$ cat config.mk
export PLATFORM = sky130hd
export DESIGN_NAME = vga_sync_decoder
export DESIGN_NICKNAME = d
export VERILOG_FILES = /design/src/rtl/vga_sync_decoder.sv
export SDC_FILE = /design/constraint.sdc
export NUM_CORES = 1
export LEC_CHECK = 0
export CAP_MARGIN = 20
export CORE_UTILIZATION = 40
export CTS_CLUSTER_SIZE = 10
export DETAILED_ROUTE_END_ITERATION = 6
export PLACE_DENSITY = 0.66
export SYNTH_ARGS = -nofsm -noshare
export SYNTH_HDL_FRONTEND = slang
export SYNTH_SLANG_ARGS = --single-unit
$ cat constraint.sdc
create_clock -name clk -period 10.9 [get_ports clk]
set_input_delay 1.09 -clock clk [delete_from_list [all_inputs] [get_ports clk]]
set_output_delay 1.09 -clock clk [all_outputs]
set_load 0.03 [all_outputs]
$ cat src/rtl/vga_sync_decoder.sv
`default_nettype none
// ============================================================================
// Module      : vga_sync_decoder
// Description : VGA raster receiver. Measures HS/VS timing, locks onto a
//               stable raster and regenerates X/Y coordinates plus a
//               display-enable for downstream capture/overlay logic.
// Revision    : 1.0 - initial release
// ============================================================================
module vga_sync_decoder #(
    parameter int H_ACTIVE    = 640,
    parameter int H_SYNC      = 96,
    parameter int H_BACK      = 48,
    parameter int V_ACTIVE    = 480,
    parameter int V_SYNC      = 2,
    parameter int V_BACK      = 33,
    parameter int LOCK_FRAMES = 2,
    parameter int H_TIMEOUT   = 2047
) (
    input  logic        clk,
    input  logic        reset,
    input  logic        vga_HS,
    input  logic        vga_VS,
    output logic [9:0]  X,
    output logic [9:0]  Y,
    output logic        display,
    output logic        locked,
    output logic [10:0] h_total,
    output logic [10:0] v_total,
    output logic [10:0] hs_width,
    output logic [10:0] vs_width
);

    localparam logic [10:0] C_H_START   = 11'(H_SYNC + H_BACK);
    localparam logic [10:0] C_H_END     = 11'(H_SYNC + H_BACK + H_ACTIVE);
    localparam logic [10:0] C_V_START   = 11'(V_SYNC + V_BACK);
    localparam logic [10:0] C_V_END     = 11'(V_SYNC + V_BACK + V_ACTIVE);
    localparam logic [10:0] C_H_TIMEOUT = 11'(H_TIMEOUT);
    localparam logic [10:0] C_LOCK      = 11'(LOCK_FRAMES);
    localparam logic [10:0] C_CNT_MAX   = 11'h7FF;

    typedef enum logic [1:0] {
        SEARCH = 2'd0,
        TRACK  = 2'd1,
        LOCKED = 2'd2
    } state_t;

    logic        r_hs_d, r_vs_d;
    logic        w_hs_fall, w_hs_rise, w_vs_fall, w_vs_rise;
    logic [10:0] r_h_cnt, r_v_cnt, r_hs_low, r_vs_low;
    logic [10:0] w_line_len, w_frame_len;
    logic        w_line_mis, w_frame_mis, w_restart;

    state_t      r_state, w_state_nxt;
    logic [10:0] r_h_ref, w_h_ref_nxt;
    logic [10:0] r_v_ref, w_v_ref_nxt;
    logic [10:0] r_good, w_good_nxt;
    logic        r_h_ref_valid, w_h_ref_valid_nxt;
    logic        r_line_bad, w_line_bad_nxt;

    assign w_hs_fall   = r_hs_d & ~vga_HS;
    assign w_hs_rise   = ~r_hs_d & vga_HS;
    assign w_vs_fall   = r_vs_d & ~vga_VS;
    assign w_vs_rise   = ~r_vs_d & vga_VS;
    assign w_line_len  = r_h_cnt + 11'd1;
    assign w_frame_len = r_v_cnt + {10'd0, w_hs_fall};
    assign w_line_mis  = w_hs_fall && (w_line_len != r_h_ref);
    assign w_frame_mis = (w_frame_len != r_v_ref);
    // A coincident bad line on the frame edge must also restart acquisition
    assign w_restart   = r_line_bad || (r_h_ref_valid && w_line_mis) || !r_h_ref_valid
                         || ((r_good != 11'd0) && w_frame_mis);
    assign locked      = (r_state == LOCKED);

    // Sync history; reset high so a quiet line produces no edge after reset
    always_ff @(posedge clk) begin
        if (reset) begin
            r_hs_d <= 1'b1;
            r_vs_d <= 1'b1;
        end else begin
            r_hs_d <= vga_HS;
            r_vs_d <= vga_VS;
        end
    end

    // Horizontal position counter and line-length / HS-width measurement
    always_ff @(posedge clk) begin
        if (reset) begin
            r_h_cnt  <= '0;
            h_total  <= '0;
            r_hs_low <= '0;
            hs_width <= '0;
        end else begin
            if (w_hs_fall) begin
                r_h_cnt <= '0;
                h_total <= w_line_len;
            end else if (r_h_cnt != C_H_TIMEOUT) begin
                r_h_cnt <= r_h_cnt + 11'd1;
            end
            if (!vga_HS) begin
                if (r_hs_low != C_CNT_MAX)
                    r_hs_low <= r_hs_low + 11'd1;
            end else begin
                if (w_hs_rise)
                    hs_width <= r_hs_low;
                r_hs_low <= '0;
            end
        end
    end

    // Line counter and frame-length / VS-width (in lines) measurement
    always_ff @(posedge clk) begin
        if (reset) begin
            r_v_cnt  <= '0;
            v_total  <= '0;
            r_vs_low <= '0;
            vs_width <= '0;
        end else begin
            if (w_vs_fall) begin
                r_v_cnt <= '0;
                v_total <= w_frame_len;
            end else if (w_hs_fall) begin
                r_v_cnt <= r_v_cnt + 11'd1;
            end
            if (!vga_VS) begin
                if (w_hs_fall && (r_vs_low != C_CNT_MAX))
                    r_vs_low <= r_vs_low + 11'd1;
            end else begin
                if (w_vs_rise)
                    vs_width <= r_vs_low;
                r_vs_low <= '0;
            end
        end
    end

    // Lock FSM state and reference registers
    always_ff @(posedge clk) begin
        if (reset) begin
            r_state       <= SEARCH;
            r_h_ref       <= '0;
            r_v_ref       <= '0;
            r_good        <= '0;
            r_h_ref_valid <= 1'b0;
            r_line_bad    <= 1'b0;
        end else begin
            r_state       <= w_state_nxt;
            r_h_ref       <= w_h_ref_nxt;
            r_v_ref       <= w_v_ref_nxt;
            r_good        <= w_good_nxt;
            r_h_ref_valid <= w_h_ref_valid_nxt;
            r_line_bad    <= w_line_bad_nxt;
        end
    end

    // Lock FSM next-state: learn line length, then require matching frames
    always_comb begin
        w_state_nxt       = r_state;
        w_h_ref_nxt       = r_h_ref;
        w_v_ref_nxt       = r_v_ref;
        w_good_nxt        = r_good;
        w_h_ref_valid_nxt = r_h_ref_valid;
        w_line_bad_nxt    = r_line_bad;
        case (r_state)
            SEARCH: begin
                if (w_vs_fall) begin
                    w_state_nxt       = TRACK;
                    w_good_nxt        = '0;
                    w_h_ref_valid_nxt = 1'b0;
                    w_line_bad_nxt    = 1'b0;
                end
            end
            TRACK: begin
                if (w_hs_fall) begin
                    if (!r_h_ref_valid) begin
                        w_h_ref_nxt       = w_line_len;
                        w_h_ref_valid_nxt = 1'b1;
                    end else if (w_line_mis) begin
                        w_line_bad_nxt = 1'b1;
                    end
                end
                if (w_vs_fall) begin
                    if (w_restart) begin
                        w_good_nxt        = '0;
                        w_h_ref_valid_nxt = 1'b0;
                        w_line_bad_nxt    = 1'b0;
                    end else begin
                        w_v_ref_nxt = w_frame_len;
                        w_good_nxt  = r_good + 11'd1;
                        if ((r_good + 11'd1) >= C_LOCK)
                            w_state_nxt = LOCKED;
                    end
                end
            end
            LOCKED: begin
                if (w_line_mis || (w_vs_fall && w_frame_mis) || (r_h_cnt == C_H_TIMEOUT))
                    w_state_nxt = SEARCH;
            end
            default: w_state_nxt = SEARCH;
        endcase
    end

    // Registered coordinate regeneration inside the active window
    always_ff @(posedge clk) begin
        if (reset) begin
            X       <= '0;
            Y       <= '0;
            display <= 1'b0;
        end else if ((r_state == LOCKED) &&
                     (r_h_cnt >= C_H_START) && (r_h_cnt < C_H_END) &&
                     (r_v_cnt >= C_V_START) && (r_v_cnt < C_V_END)) begin
            X       <= 10'(r_h_cnt - C_H_START);
            Y       <= 10'(r_v_cnt - C_V_START);
            display <= 1'b1;
        end else begin
            X       <= '0;
            Y       <= '0;
            display <= 1'b0;
        end
    end

endmodule
`default_nettype wire

==> metrics.txt <==
I/O Buffers 69; setup TNS 0 ns; wire per inst 13.8 um; Max VDD drop about 0.12 mV; Worst Skew 0.00727 ns; Crit-path slowest cell or4_4; placed cell areas approximately 7600 um2; Hold Slack 0.452 ns; FF-to-FF Start r_hs_d; Finish-stage setup viols 0; P per Cell Area 149 nW/um2; final antenna-violating net count 0; DIE WIDTH 133 um; DR iter-0 viols 376; FF-to-FF setup slack ~6.8 ns; vias 5596; DR pass1 iterations 5; post-synthesis sequential area ratio 0.433; core area 16600 um2; WP data arrival 5.37 ns; Synthesized Nets 832; Worst slew margin 0.333; post-CTS setup buffer count 0; Setup crit start vga_HS; io pins 70; Ant. Diodes 0; hold crit path type reg2reg; crit-path max cell delay 0.62 ns; critical path launch point type primary input; Max Freq 199 MHz; number of synthesis warnings 0; crit share post-route 0.460; max cap viols 0; area grow syn2layout 19.9%; filler instances between 1500 and 2000; # H-tree levels 4; RR Endpoint r_good[6]; hold endpoint v_total[1]; # rows 47; final number of hold-violating endpoints 0; Leakage around 2.8 nW; worst-skew pair later-pin latency between 0.4 and 0.5 ns; layout cell share with drive strength beyond 1 0.0682; status finished, final reports clean; final worst path period need 5.02 ns; synthesized instance count 815; All-Layer GR Usage 0.180; Worst-path clk slew about 0.060 ns; DIE AREA 17600 um2; grt ovf 0; Main synth FF type dfxtp_1; FFs w/ async S/R, synth 0; post-synthesis cell area around 7000 um2; hold_buf cts 0; CTS tree built; Netlist cell types 64; post-CTS sizing 0; fin. max-slew vios 0; Num CTS Buffers 17; multi-input logic area 3590 um2; antenna violations before repair 0; Post-synth EDFFs 0; Root Driver clkbuf_16; busiest grt layer met2; FF+latch area between 2000 and 3000 um2; Pwr Total 0.00122 W; CP endpoint kind flop; kind of critical path in2reg; Final HPWL DP 9.99 mm; Syn Area/Cell 8.40 um2; R2R depth 12; Worst Hold Depth 2; pin count of the biggest net entering global routing 86; CP Cell Sequence clkdlybuf4s50_1 > nand2b_1 > inv_2 > ha_1 > ha_1 > xnor2_1 > xnor2_1 > a2111oi_4 > o211ai_1 > or4_4 > a211oi_4 > a21bo_1 > a21oi_1; Clock Sink Count 148; vias per cell 5.16; met1 usage 0.242; Max Fanout on Critical Path 25; placer congestion estimate roughly 0.86; WL final 15.0 mm; design area around 8200 um2; initial cell density of the core 0.411; RSZ-0062 raised after global routing no; critical hold path startpoint v_total[1]; M3 GR Usage 0.0414; Seq cells post-synth around 150; DRC Markers 0; required time of the critical path 11.25 ns; fin nets between 800 and 900; Least-Margin Pin Slew 0.995 ns; first-pass GRT wire length 25.7 mm; GRT met2 Usage 0.276; clock buffer depth 2; vias in the first global route 5246; Die Y-Extent 133 um
## worst max path at each step
stage / to / slack, ns / cells after the start
3_3_place_gp: r_good[6] / 5.55 / 13
2_1_floorplan: r_v_ref[0] / 6.46 / 15
3_5_place_dp: r_good[6] / 5.44 / 13
5_1_grt: r_good[6] / 5.54 / 13
4_1_cts: r_good[6] / 5.85 / 13
6_report: r_good[6] / 5.88 / 13
## Yosys cell counts, types with 2 or more instances
cell type,count,area [um2]
a2111oi_0,2,17.5
a211oi_1,30,225
a211oi_2,9,113
a21oi_1,60,300
a22o_1,2,17.5
a311o_1,2,20.0
a31oi_1,8,50.1
a41oi_1,3,26.3
and2_1,4,25.0
and3_1,10,62.6
buf_1,2,7.51
buf_2,4,20.0
buf_4,4,30.0
clkbuf_1,45,169
dfxtp_1,148,2960
ha_1,13,163
inv_1,17,63.8
mux2i_1,8,80.1
nand2_1,98,368
nand2b_1,14,87.6
nand3_1,24,120
nand3b_1,2,15.0
nand4_1,13,81.3
nand4b_1,2,17.5
nor2_1,114,428
nor2b_1,11,68.8
nor3_1,22,110
nor4_1,6,37.5
nor4b_1,3,26.3
o2111ai_1,2,17.5
o211ai_1,3,22.5
o21a_1,2,15.0
o21ai_0,15,75.1
o21ai_1,5,25.0
o22ai_1,2,12.5
o31ai_1,3,22.5
or2_2,2,12.5
or3_1,8,50.1
or3b_2,2,17.5
or4_1,2,15.0
xnor2_1,42,368
xnor3_1,2,45.0
xor2_1,24,210
## area by class of cell
class                   instances  share of cell area
multi-input cells             594               0.438
flip-flops and latches        148               0.361
repair buffers                 73              0.0872
clock buffers                  21              0.0573
well taps                     220              0.0335
clock inverters                11              0.0151
inverters                      18             0.00823
## power by group
group | total, W | internal (W) | switching (W)
Sequential | 0.000559 | 0.000551 | 0.00000827
Clock | 0.000588 | 0.000356 | 0.000233
Combinational | 0.0000726 | 0.0000267 | 0.0000459
## through the flow
stage / util / cells / setup slack (ns)
after floorplan: - / 815 / 6.46
after global routing: 0.493 / 1085 / 5.54
final: 0.493 / 1085 / 5.88
after CTS: 0.493 / 1085 / 5.85
after detailed placement: 0.458 / 1053 / 5.44
after global placement: 0.458 / 1053 / 5.55
## logic make-up (layout without fill, tap and decap cells)
logic type | Yosys count | after routing | synth area share
buffers and inverters | 73 | 123 | 0.0429
flip-flops | 148 | 148 | 0.433
multiplexers | 8 | 8 | 0.0117
XOR/XNOR | 69 | 69 | 0.0934
adder cells (fa/ha/maj) | 13 | 13 | 0.0238
AO/OA/AOI/OAI | 161 | 161 | 0.162
AND/OR/NAND/NOR | 343 | 343 | 0.234
## critical path, delay by kind of cell
| family | cells | cell delay [ns] |
|---|---|---|
| and+or+nand+nor | 2 | 1.01 |
| buffers and inverters | 2 | 0.80 |
| xor gates and xnor gates | 2 | 0.46 |
| adders and majority gates | 2 | 0.52 |
| AOI/OAI and AO/OA | 5 | 1.46 |
## layer usage
layer  wire length [um]  vias to the layer above
met5                  0                        -
met4                295                        0
met3                606                       24
met1               7420                     2577
met2               6660                      113
li1                   -                     2882
## placed cells by master, fill, tap and decap left out, types with 5 or more instances in the layout
| master | netlist | layout |
|---|---|---|
| a211oi_1 | 30 | 30 |
| a211oi_2 | 9 | 9 |
| a21oi_1 | 60 | 60 |
| a31oi_1 | 8 | 8 |
| and3_1 | 10 | 10 |
| clkbuf_16 | 0 | 17 |
| clkdlybuf4s50_1 | 0 | 68 |
| dfxtp_1 | 148 | 148 |
| ha_1 | 13 | 13 |
| inv_1 | 17 | 17 |
| mux2i_1 | 8 | 8 |
| nand2_1 | 98 | 98 |
| nand2b_1 | 14 | 14 |
| nand3_1 | 24 | 24 |
| nand4_1 | 13 | 13 |
| nor2_1 | 114 | 114 |
| nor2b_1 | 11 | 11 |
| nor3_1 | 22 | 21 |
| nor4_1 | 6 | 6 |
| o21ai_0 | 15 | 15 |
| o21ai_1 | 5 | 5 |
| or3_1 | 8 | 8 |
| xnor2_1 | 42 | 42 |
| xor2_1 | 24 | 24 |
Power figures use the tool's default switching activity.
